File: src/rtl/plab3_mem_line_to_word_adapter_if.sv
// ----------------------------------------------------------------------------
// plab3_mem_line_to_word_adapter_if
//
// Purpose: one val/rdy/msg channel. The adapter uses four of these: the line
// request and line response channels facing the cache, and the word request
// and word response channels facing the word-wide memory.
//
// Parameters:
//   p_msg_nbits  width of the message carried on the channel
//
// Signals:
//   val  producer has a message this cycle (never depends on rdy)
//   rdy  consumer can take the message this cycle
//   msg  message payload, held stable while val is high and rdy is low
//
// Modports:
//   master  producer side (drives val/msg, observes rdy)
//   slave   consumer side (observes val/msg, drives rdy)
// ----------------------------------------------------------------------------
interface plab3_mem_line_to_word_adapter_if #(
    parameter int p_msg_nbits = 8
);
    logic                   val;
    logic                   rdy;
    logic [p_msg_nbits-1:0] msg;

    modport master (output val, output msg, input rdy);
    modport slave  (input val, input msg, output rdy);
endinterface

File: src/rtl/plab3_mem_line_to_word_adapter.sv
// ----------------------------------------------------------------------------
// plab3_mem_line_to_word_adapter
//
// Purpose: takes one cacheline memory request from the blocking L1 cache,
// splits it into four word requests to a word-wide memory, gathers the four
// in-order word responses back into a cacheline and returns a single line
// response. The requester's security domain is captured with each line
// transaction and presented on cur_domain for the word-side traffic.
//
// Ports:
//   clk         rising-edge clock
//   reset       asynchronous reset, active low (asserted when 0)
//   domain      requester security domain, sampled on line request accept
//   linereq     slave  : {type, opaque, addr, len, data}    3+o+abw+4+clw
//   lineresp    master : {type, opaque, len, data}          3+o+4+clw
//   wordreq     master : {type, opaque, addr, len, data}    3+o+abw+2+dbw
//   wordresp    slave  : {type, opaque, len, data}          3+o+2+dbw
//   cur_domain  domain latched for the in-flight transaction
// ----------------------------------------------------------------------------
module plab3_mem_line_to_word_adapter #(
    parameter int p_opaque_nbits = 8,
    parameter int p_addr_nbits   = 32,
    parameter int p_word_nbits   = 32,
    parameter int p_line_nbits   = 128
) (
    input  logic                                    clk,
    input  logic                                    reset,
    input  logic                                    domain,
    plab3_mem_line_to_word_adapter_if.slave         linereq,
    plab3_mem_line_to_word_adapter_if.master        lineresp,
    plab3_mem_line_to_word_adapter_if.master        wordreq,
    plab3_mem_line_to_word_adapter_if.slave         wordresp,
    output logic                                    cur_domain
);

    localparam int c_o   = p_opaque_nbits;
    localparam int c_abw = p_addr_nbits;
    localparam int c_dbw = p_word_nbits;
    localparam int c_clw = p_line_nbits;

    localparam int c_wresp_nbits = 3 + c_o + 2 + c_dbw;

    typedef enum logic [1:0] {
        IDLE = 2'd0,
        XFER = 2'd1,
        RESP = 2'd2
    } state_t;

    state_t               state_q,     state_d;
    logic [2:0]           type_q,      type_d;
    logic [c_o-1:0]       opaque_q,    opaque_d;
    logic [c_abw-5:0]     line_addr_q, line_addr_d;
    logic [c_clw-1:0]     data_q,      data_d;
    logic [c_clw-1:0]     buf_q,       buf_d;
    logic                 domain_q,    domain_d;
    logic [2:0]           issue_cnt_q, issue_cnt_d;
    logic [2:0]           resp_cnt_q,  resp_cnt_d;

    logic [2:0]           lreq_type;
    logic [c_o-1:0]       lreq_opaque;
    logic [c_abw-1:0]     lreq_addr;
    logic [c_clw-1:0]     lreq_data;
    logic [c_dbw-1:0]     wresp_data;
    logic [2:0]           word_type;
    logic [c_o-1:0]       word_opaque;
    logic                 unused_bits;

    assign lreq_type   = linereq.msg[c_clw+4+c_abw+c_o +: 3];
    assign lreq_opaque = linereq.msg[c_clw+4+c_abw +: c_o];
    assign lreq_addr   = linereq.msg[c_clw+4 +: c_abw];
    assign lreq_data   = linereq.msg[c_clw-1:0];
    assign wresp_data  = wordresp.msg[c_dbw-1:0];

    // The line length, the byte offset of the line address and the
    // non-data fields of word responses carry no information here.
    assign unused_bits = ^{lreq_addr[3:0], linereq.msg[c_clw+3:c_clw],
                           wordresp.msg[c_wresp_nbits-1:c_dbw]};

    // Init requests write the whole line, so the word memory only ever
    // sees reads (0) and writes (1).
    assign word_type   = ((type_q == 3'd1) || (type_q == 3'd2)) ? 3'd1 : 3'd0;

    // Each word request carries its word index as opaque so the memory
    // side can be traced back to the line position.
    assign word_opaque = c_o'(issue_cnt_q[1:0]);

    assign cur_domain  = domain_q;

    // State register and all latched transaction fields. Reset clears
    // everything, including the response buffer, so nothing survives it.
    always_ff @(posedge clk or negedge reset) begin
        if (!reset) begin
            state_q     <= IDLE;
            type_q      <= '0;
            opaque_q    <= '0;
            line_addr_q <= '0;
            data_q      <= '0;
            buf_q       <= '0;
            domain_q    <= 1'b0;
            issue_cnt_q <= '0;
            resp_cnt_q  <= '0;
        end else begin
            state_q     <= state_d;
            type_q      <= type_d;
            opaque_q    <= opaque_d;
            line_addr_q <= line_addr_d;
            data_q      <= data_d;
            buf_q       <= buf_d;
            domain_q    <= domain_d;
            issue_cnt_q <= issue_cnt_d;
            resp_cnt_q  <= resp_cnt_d;
        end
    end

    // Next-state and handshake logic. Word requests are issued while fewer
    // than four have gone out; a word response is only taken when one is
    // outstanding, which keeps the response index in step with the issue
    // index without any extra tracking.
    always_comb begin
        state_d     = state_q;
        type_d      = type_q;
        opaque_d    = opaque_q;
        line_addr_d = line_addr_q;
        data_d      = data_q;
        buf_d       = buf_q;
        domain_d    = domain_q;
        issue_cnt_d = issue_cnt_q;
        resp_cnt_d  = resp_cnt_q;

        linereq.rdy  = 1'b0;
        wordreq.val  = 1'b0;
        wordresp.rdy = 1'b0;
        lineresp.val = 1'b0;

        wordreq.msg  = {word_type, word_opaque,
                        line_addr_q, issue_cnt_q[1:0], 2'b00,
                        2'b00,
                        data_q[c_dbw*issue_cnt_q[1:0] +: c_dbw]};
        lineresp.msg = {type_q, opaque_q, 4'd0, buf_q};

        case (state_q)
            IDLE: begin
                // Held low while reset is asserted so the cache sees no
                // acceptance window until reset is released.
                linereq.rdy = reset;
                if (linereq.val && reset) begin
                    type_d      = lreq_type;
                    opaque_d    = lreq_opaque;
                    line_addr_d = lreq_addr[c_abw-1:4];
                    data_d      = lreq_data;
                    domain_d    = domain;
                    buf_d       = '0;
                    issue_cnt_d = 3'd0;
                    resp_cnt_d  = 3'd0;
                    state_d     = XFER;
                end
            end

            XFER: begin
                wordreq.val  = (issue_cnt_q < 3'd4);
                wordresp.rdy = (resp_cnt_q < issue_cnt_q);
                if ((issue_cnt_q < 3'd4) && wordreq.rdy) begin
                    issue_cnt_d = issue_cnt_q + 3'd1;
                end
                if ((resp_cnt_q < issue_cnt_q) && wordresp.val) begin
                    // Write acknowledgements carry no data; leaving the
                    // zeroed buffer untouched makes the line response data 0.
                    if (word_type == 3'd0) begin
                        buf_d[c_dbw*resp_cnt_q[1:0] +: c_dbw] = wresp_data;
                    end
                    resp_cnt_d = resp_cnt_q + 3'd1;
                    if (resp_cnt_q == 3'd3) begin
                        state_d = RESP;
                    end
                end
            end

            RESP: begin
                lineresp.val = 1'b1;
                if (lineresp.rdy) begin
                    state_d = IDLE;
                end
            end

            default: begin
                state_d = IDLE;
            end
        endcase
    end

endmodule

File: src/flat_wrapper.sv
// flat-port wrapper written by rule: the top's interface ports become plain ports
module plab3_mem_line_to_word_adapter_flat 
#(
    parameter int p_opaque_nbits = 8,
    parameter int p_addr_nbits   = 32,
    parameter int p_word_nbits   = 32,
    parameter int p_line_nbits   = 128
)
  (clk, reset, domain, cur_domain, linereq_val, linereq_msg, linereq_rdy, lineresp_val, lineresp_msg, lineresp_rdy, wordreq_val, wordreq_msg, wordreq_rdy, wordresp_val, wordresp_msg, wordresp_rdy);
  plab3_mem_line_to_word_adapter_if #(.p_msg_nbits((175))) linereq_i ();
  plab3_mem_line_to_word_adapter_if #(.p_msg_nbits((143))) lineresp_i ();
  plab3_mem_line_to_word_adapter_if #(.p_msg_nbits((77))) wordreq_i ();
  plab3_mem_line_to_word_adapter_if #(.p_msg_nbits((45))) wordresp_i ();
  input  logic clk;
  input  logic reset;
  input  logic domain;
  output logic cur_domain;
  input wire logic [$bits(linereq_i.val)-1:0] linereq_val;
  input wire logic [$bits(linereq_i.msg)-1:0] linereq_msg;
  output wire logic [$bits(linereq_i.rdy)-1:0] linereq_rdy;
  output wire logic [$bits(lineresp_i.val)-1:0] lineresp_val;
  output wire logic [$bits(lineresp_i.msg)-1:0] lineresp_msg;
  input wire logic [$bits(lineresp_i.rdy)-1:0] lineresp_rdy;
  output wire logic [$bits(wordreq_i.val)-1:0] wordreq_val;
  output wire logic [$bits(wordreq_i.msg)-1:0] wordreq_msg;
  input wire logic [$bits(wordreq_i.rdy)-1:0] wordreq_rdy;
  input wire logic [$bits(wordresp_i.val)-1:0] wordresp_val;
  input wire logic [$bits(wordresp_i.msg)-1:0] wordresp_msg;
  output wire logic [$bits(wordresp_i.rdy)-1:0] wordresp_rdy;
  assign linereq_i.val = linereq_val;
  assign linereq_i.msg = linereq_msg;
  assign linereq_rdy = linereq_i.rdy;
  assign lineresp_val = lineresp_i.val;
  assign lineresp_msg = lineresp_i.msg;
  assign lineresp_i.rdy = lineresp_rdy;
  assign wordreq_val = wordreq_i.val;
  assign wordreq_msg = wordreq_i.msg;
  assign wordreq_i.rdy = wordreq_rdy;
  assign wordresp_i.val = wordresp_val;
  assign wordresp_i.msg = wordresp_msg;
  assign wordresp_rdy = wordresp_i.rdy;
  plab3_mem_line_to_word_adapter #(.p_opaque_nbits(p_opaque_nbits), .p_addr_nbits(p_addr_nbits), .p_word_nbits(p_word_nbits), .p_line_nbits(p_line_nbits)) u_core (.clk(clk), .reset(reset), .domain(domain), .linereq(linereq_i), .lineresp(lineresp_i), .wordreq(wordreq_i), .wordresp(wordresp_i), .cur_domain(cur_domain));
endmodule
File: config.mk
export PLATFORM = sky130hd
export DESIGN_NAME = plab3_mem_line_to_word_adapter_flat
export DESIGN_NICKNAME = d
export VERILOG_FILES = /design/src/rtl/plab3_mem_line_to_word_adapter_if.sv /design/src/rtl/plab3_mem_line_to_word_adapter.sv /design/src/flat_wrapper.sv
export SDC_FILE = /design/constraint.sdc
export NUM_CORES = 1
export LEC_CHECK = 0
export CORE_MARGIN = 1.5
export CORE_UTILIZATION = 40
export CTS_BUF_LIST = sky130_fd_sc_hd__clkbuf_8 sky130_fd_sc_hd__clkbuf_16
export CTS_CLUSTER_DIAMETER = 100
export CTS_CLUSTER_SIZE = 20
export DETAILED_ROUTE_END_ITERATION = 8
export PLACE_DENSITY = 0.73
export SYNTH_ARGS = -nofsm -noshare
export SYNTH_HDL_FRONTEND = slang
export SYNTH_SLANG_ARGS = --single-unit
File: constraint.sdc
create_clock -name clk -period 3.1 [get_ports clk]
set_clock_uncertainty 0.15 [all_clocks]
set_input_delay 0.31 -clock clk [delete_from_list [all_inputs] [get_ports clk]]
set_output_delay 0.31 -clock clk [all_outputs]
set_load 0.1 [all_outputs]
==> metrics.md, run 1 <==
| Metric | Value |
|---|---|
| Status | `completed` |
| Largest net degree at the start of global routing | `148` |
| Cell taking the most area after synthesis | `dfrtp_1` |
| Synth-to-Final Area Change | `34.8%` |
| Worst Reg-to-Reg Cells | `6` |
| Setup_tns | `0 ns` |
| Mapped cell area | `13,000 um^2` |
| Routed WL per cell | `18.1 um` |
| Cell Rows | `65` |
| Initial Util | `41.0%` |
| Asr flop ratio synth | `100%` |
| Die Span Y | `183 um` |
| Fillers | `2,779` |
| Buffers added on ports | `414` |
| Multiplexer share of the synthesized area | `8.07%` |
| Slew Viols, Final | `0` |
| Post-synthesis compound-gate area fraction | `7.61%` |
| Synth Instances | `1,279` |
| Fin. Hold Viols | `0` |
| Worst EP arrival | `2.35 ns` |
| DR vias/cell | `5.00` |
| CP Max Fanout | `47` |
| Largest family of logic cells by synthesized area | `simple AND/OR/NAND/NOR gates` |
| Initial antenna violation count | `2` |
| DR iter-0 viols | `650` |
| Critical path launch point type | `primary input` |
| Worst reg-to-reg setup slack | `0.59 ns` |
| Inst Count DP | `2,063` |
| Unrepaired setup endpoints after global routing | `false` |
| ANT cells | `0` |
| Hold path depth | `3` |
| Sinks on Clock Net | `304` |
| FF+latch count, synth | `304` |
| Drt drc | `0` |
| Fin crit period | `2.81 ns` |
| # IOs | `452` |
| Maxcap violations | `0` |
| Gr usage total | `22.3%` |
| Most frequent cell after synthesis | `nand2_1` |
| Total grt overflow | `0` |
| Min-delay src | `linereq_msg[30]` |
| Area of the core | `31,800 um^2` |
| CTS tree | `done` |
| Final instance area | `17,600 um^2` |
| Post-synth EDFFs | `0` |
| Post-CTS setup buffer count | `0` |
| Setup Viol. Count Final | `0` |
| Final Cycle Share | `90.6%` |
| Top cells by area, synth | `dfrtp_1 (58%), nand2_1 (16%), mux4_2 (5.5%)` |
| Gpl congestion | `0.813` |
| DP HPWL | `26,200 um` |
| Reg2reg end | `u_core.buf_q[106]$_DFFE_PN0P_` |
| Crit path required time | `2.64 ns` |
| Synth Flop Type | `dfrtp_1` |
| Tightest Hold Check Type | `in -> reg` |
| Via Count | `10,400` |
| Hold Crit Endpoint | `u_core.data_q[30]$_DFFE_PN0P_` |
| Commonest cells in the netlist | `nand2_1 (545), dfrtp_1 (304), nand3_1 (69)` |
| Top-area cell type share of the netlist area | `58.4%` |
| Worst Setup End Kind | `output pin` |
| First-pass GRT wire length | `59,200 um` |
| Sequential cell area | `7610 um^2` |
| Xor/xnor share of the synthesized area | `0.0672%` |
| CTS Buf Count | `19` |
| First-pass DRT Iterations | `5` |
| Routed WL | `37,800 um` |
| Unique masters post-synth | `34` |
| Die width | `183 um` |
| Clock root cell | `clkbuf_16` |
| Adder-cell share of the synthesized area | `0.864%` |
| Non-filler cells, final | `2,086` |
| Sequential share of the synthesized area | `58.4%` |
| Nets@finish | `1,886` |
| Reg clk slew, reported paths | `0.09 ns` |
| Slew margin rel. | `30.1%` |
| Avg Cell Area, Syn | `10.2 um^2` |
| Share of layout cells above drive strength 1 | `18.4%` |
| Die ar. | `33,700 um^2` |
| H-tree depth | `1` |
| Synth warnings | `0` |
| R2r startpoint | `u_core.resp_cnt_q[0]$_DFFE_PN0P_` |
| Multi-input logic area | `4840 um^2` |
| Simple-gate share of the synthesized area | `19.5%` |
| Placed cell areas | `17,100 um^2` |
| Slew at the pin closest to its max-slew limit | `1.04 ns` |
| Fmax | `356 MHz` |
| Vias in the first global route | `10,500` |
| Clk buf depth | `3` |
| WS Path Type | `in -> out` |
| Antenna-violating nets left | `0` |
| Clk_lat worst skew | `0.53 ns` |
worst max path at each step:
stage	from	to	cells past startpoint
after floorplan	u_core.issue_cnt_q[1]$_DFFE_PN0P_	wordresp_rdy	7
after global placement	linereq_val	u_core.buf_q[100]$_DFFE_PN0P_	6
after detailed placement	linereq_val	u_core.buf_q[106]$_DFFE_PN0P_	6
after CTS	reset	linereq_rdy	5
after global routing	reset	linereq_rdy	5
final	reset	linereq_rdy	5
layer usage:
metal  part of all wire, %  GRT usage (%)
met3                   9.2           5.98
met5                 0.064              0
met1                    40           28.7
met2                    48           36.6
met4                   2.9           6.89
layout make-up:
type                       count  share of cell area (%)
clock buffer                  19                    2.71
inverter                      43                   0.919
multi-input combinational    843                    27.6
tap                          435                    3.10
timing repair buffer         439                    22.2
sequential                   304                    43.3
clock inverter                 3                   0.164
worst max-delay path, cell delays in order:
cell	delay [ns]
dlygate4sd3_1	0.59
buf_8	0.34
buf_4	0.57
and2_1	0.21
buf_4	0.29
through the flow:
step	hold slack [ns]	worst slack (ns)	utilization, %
6_report	0.149	0.291	55.2
5_1_grt	0.143	0.0746	55.2
4_1_cts	0.121	0.219	55.2
3_5_place_dp	0.0856	0.462	53.6
3_3_place_gp	0.0831	0.515	53.6
2_1_floorplan	-0.136	0.271	-
placed cells by master (no fill, tap or decap), types with 4 or more instances in the layout:
cell / count
a22o_1: 32
mux4_2: 32
buf_12: 7
a211oi_1: 4
nor4_4: 4
o2bb2ai_1: 65
dfrtp_1: 302
inv_1: 44
clkdlybuf4s50_1: 204
o21ai_0: 6
buf_4: 226
clkbuf_16: 19
nand3_1: 68
conb_1: 16
ha_1: 9
nand2_1: 545
mux2i_1: 33
logic make-up (layout without fill, tap and decap cells):
family                     after synthesis  after routing
other                                    1             16
and+or+nand+nor                        634            634
xor gates and xnor gates                 1              1
adders and majority gates                9              9
DFF                                    304            304
buffers and inverters                  147            504
AOI/OAI and AO/OA                      118            118
muxes                                   65             65
state kept, by name (all words and copies together) (netlist names):
name,count
u_core.buf_q,128
u_core.cur_domain,1
u_core.data_q,128
u_core.issue_cnt_q,3
u_core.line_addr_q,28
u_core.opaque_q,8
u_core.resp_cnt_q,3
u_core.state_q,2
u_core.type_q,3
what timing repair did:
item | CTS | global route
hold buffers | 1 | 0
gates resized for setup | 0 | 0
hold endpoints to repair | 40 | 0
Power of run 1 is not shown: default switching activity piles up to over one toggle a cycle in this logic, so the estimate is an artifact.
==> inputs of run 2 (changes only) <==
CORE_AREA = 2 2 177 179   (was default)
CORE_MARGIN = default   (was 1.5)
CORE_UTILIZATION = default   (was 40)
DIE_AREA = 0 0 179 181   (was default)
PLACE_DENSITY = 0.77   (was 0.73)
==> metrics.md, run 2 (synthesis results as in run 1) <==
| Metric | Value |
|---|---|
| CTS Buf Count | `19 (unchanged)` |
| Status | `completed` |
| Largest registers | `u_core.buf_q (128), u_core.data_q (128), u_core.line_addr_q (28)` |
| Fillers | `2,590 (-6.8%)` |
| DR vias/cell | `5.13 (+2.6%)` |
| Initial antenna violation count | `0 (-2)` |
| Area of the core | `30,300 um^2 (-4.6%)` |
| Maxcap violations | `0 (unchanged)` |
| Unrepaired setup endpoints after global routing | `false` |
| Cell Chain, Critical Path | `buf_4, mux4_2, buf_4` |
| Gpl congestion | `0.832 (+2.3%)` |
| Die Span Y | `181 um (-1.4%)` |
| DR iter-0 viols | `685 (+5.4%)` |
| First-pass DRT Iterations | `5 (unchanged)` |
| Slew margin rel. | `31.2% (+1.0 points)` |
| CTS tree | `done` |
| Worst reg-to-reg setup slack | `0.61 ns (+0.02 ns)` |
| Reg clk slew, reported paths | `0.09 ns (about the same)` |
| Gr usage total | `22.8% (+0.54 points)` |
| Vias in the first global route | `10,600 (+0.54%)` |
| Largest net degree at the start of global routing | `167 (+13%)` |
| Drt drc | `0 (unchanged)` |
| Routed WL | `37,400 um (-1.1%)` |
| Clk buf depth | `3 (unchanged)` |
| Clock root cell | `clkbuf_16` |
| Setup_tns | `0 ns (unchanged)` |
| CP Max Fanout | `35 (-26%)` |
| Fmax | `393 MHz (+11%)` |
| # IOs | `452 (unchanged)` |
| H-tree depth | `1 (unchanged)` |
| Tightest Hold Check Type | `in -> async` |
| Worst Setup End Kind | `output pin` |
| Clk_lat worst skew | `0.51 ns (-0.02 ns)` |
| Buffers added on ports | `414 (unchanged)` |
| ANT cells | `0 (unchanged)` |
| Fin crit period | `2.54 ns (-0.267 ns)` |
| Fin. Hold Viols | `0 (unchanged)` |
| Die width | `179 um (-2.4%)` |
| Routed WL per cell | `18.2 um (+0.63%)` |
| Antenna-violating nets left | `0 (unchanged)` |
| Pre-CTS WS | `0.607 ns (+0.144 ns)` |
| Cell Rows | `64 (-1.5%)` |
| Crit-path leading delay family | `buffers and inverters` |
| Slew at the pin closest to its max-slew limit | `1.03 ns (-0.0118 ns)` |
| Nets@finish | `1,888 (+0.11%)` |
| Share of layout cells above drive strength 1 | `18.5% (+0.088 points)` |
| Commonest non-fill, non-tap cell in the layout | `nand2_1` |
| Initial Util | `42.9% (+2.0 points)` |
| Via Count | `10,500 (+0.85%)` |
| CP Buf/Inv Count | `2 (-2)` |
| Slew Viols, Final | `0 (unchanged)` |
| Post-CTS resize count | `0 (unchanged)` |
| DP HPWL | `26,200 um (-0.15%)` |
| Commonest non-fill, non-tap cells in the layout | `nand2_1 (545), dfrtp_1 (302), buf_4 (225)` |
| Most common cell on crit path | `buf_4` |
| WS Path Type | `reg -> out` |
| Setup Viol. Count Final | `0 (unchanged)` |
| Max stage delay on crit path | `0.48 ns (-0.11 ns)` |
| Final Cycle Share | `82.0% (-8.6 points)` |
| Worst EP arrival | `2.08 ns (-0.27 ns)` |
| Sinks on Clock Net | `304 (unchanged)` |
| First-pass GRT wire length | `58,500 um (-1.1%)` |
| Die ar. | `32,400 um^2 (-3.8%)` |
| Synth-to-Final Area Change | `34.8% (unchanged)` |
| Setup WS post-layout | `0.558 ns (+0.267 ns)` |
| Total grt overflow | `0 (unchanged)` |
| Critical-path top delay cell | `buf_4` |
| Critical path launch point type | `flop` |
| Crit path required time | `2.64 ns (about the same)` |
run 2: worst paths after layout:
check	startpoint	end	cells after the start
hold / removal	reset	u_core.type_q[2]$_DFFE_PN0P_	2
setup reg to reg	u_core.resp_cnt_q[0]$_DFFE_PN0P_	u_core.buf_q[93]$_DFFE_PN0P_	7
setup / recovery	u_core.issue_cnt_q[1]$_DFFE_PN0P_	wordreq_msg[12]	3
max in group asynchronous	reset	u_core.data_q[90]$_DFFE_PN0P_	4
min in group clk	linereq_msg[48]	u_core.data_q[48]$_DFFE_PN0P_	3
hold reg to reg	u_core.data_q[106]$_DFFE_PN0P_	u_core.data_q[106]$_DFFE_PN0P_	2
run 2: layout make-up:
type                       instances  area (um^2)  share of cell area (%)
sequential                       304         7610                    43.3
multi-input combinational        843         4840                    27.6
timing repair buffer             441         3960                    22.5
tap                              396          495                    2.82
clock buffer                      19          475                    2.71
inverter                          43          161                   0.919
clock inverter                     4         25.0                   0.142
run 2: routing by layer:
metal  vias up  wire, um  GRT usage, %
met5         -         0             0
met4         0       895          5.66
met3        53      3860          7.18
met2       404     18100          38.4
met1      5149     14500          28.4
li1       4909         -             -
run 2: metrics by stage:
stage | std cells | utilization [%] | cell area [um^2] | hold slack, ns
finish | 2050 | 57.9 | 17600 | 0.0536
global route | 2050 | 57.9 | 17600 | 0.0345
CTS | 2050 | 57.9 | 17600 | 0.0215
detailed placement | 2026 | 56.2 | 17100 | -0.0422
global placement | 2026 | 56.2 | 17100 | -0.0435
floorplan | 1294 | - | 13100 | -0.136
run 2: what timing repair did:
action                    4_1_cts  5_1_grt
buffers inserted                0        0
hold buffers                    1        0
hold endpoints to repair      232        0
Power of run 2 is left out for the same reason.
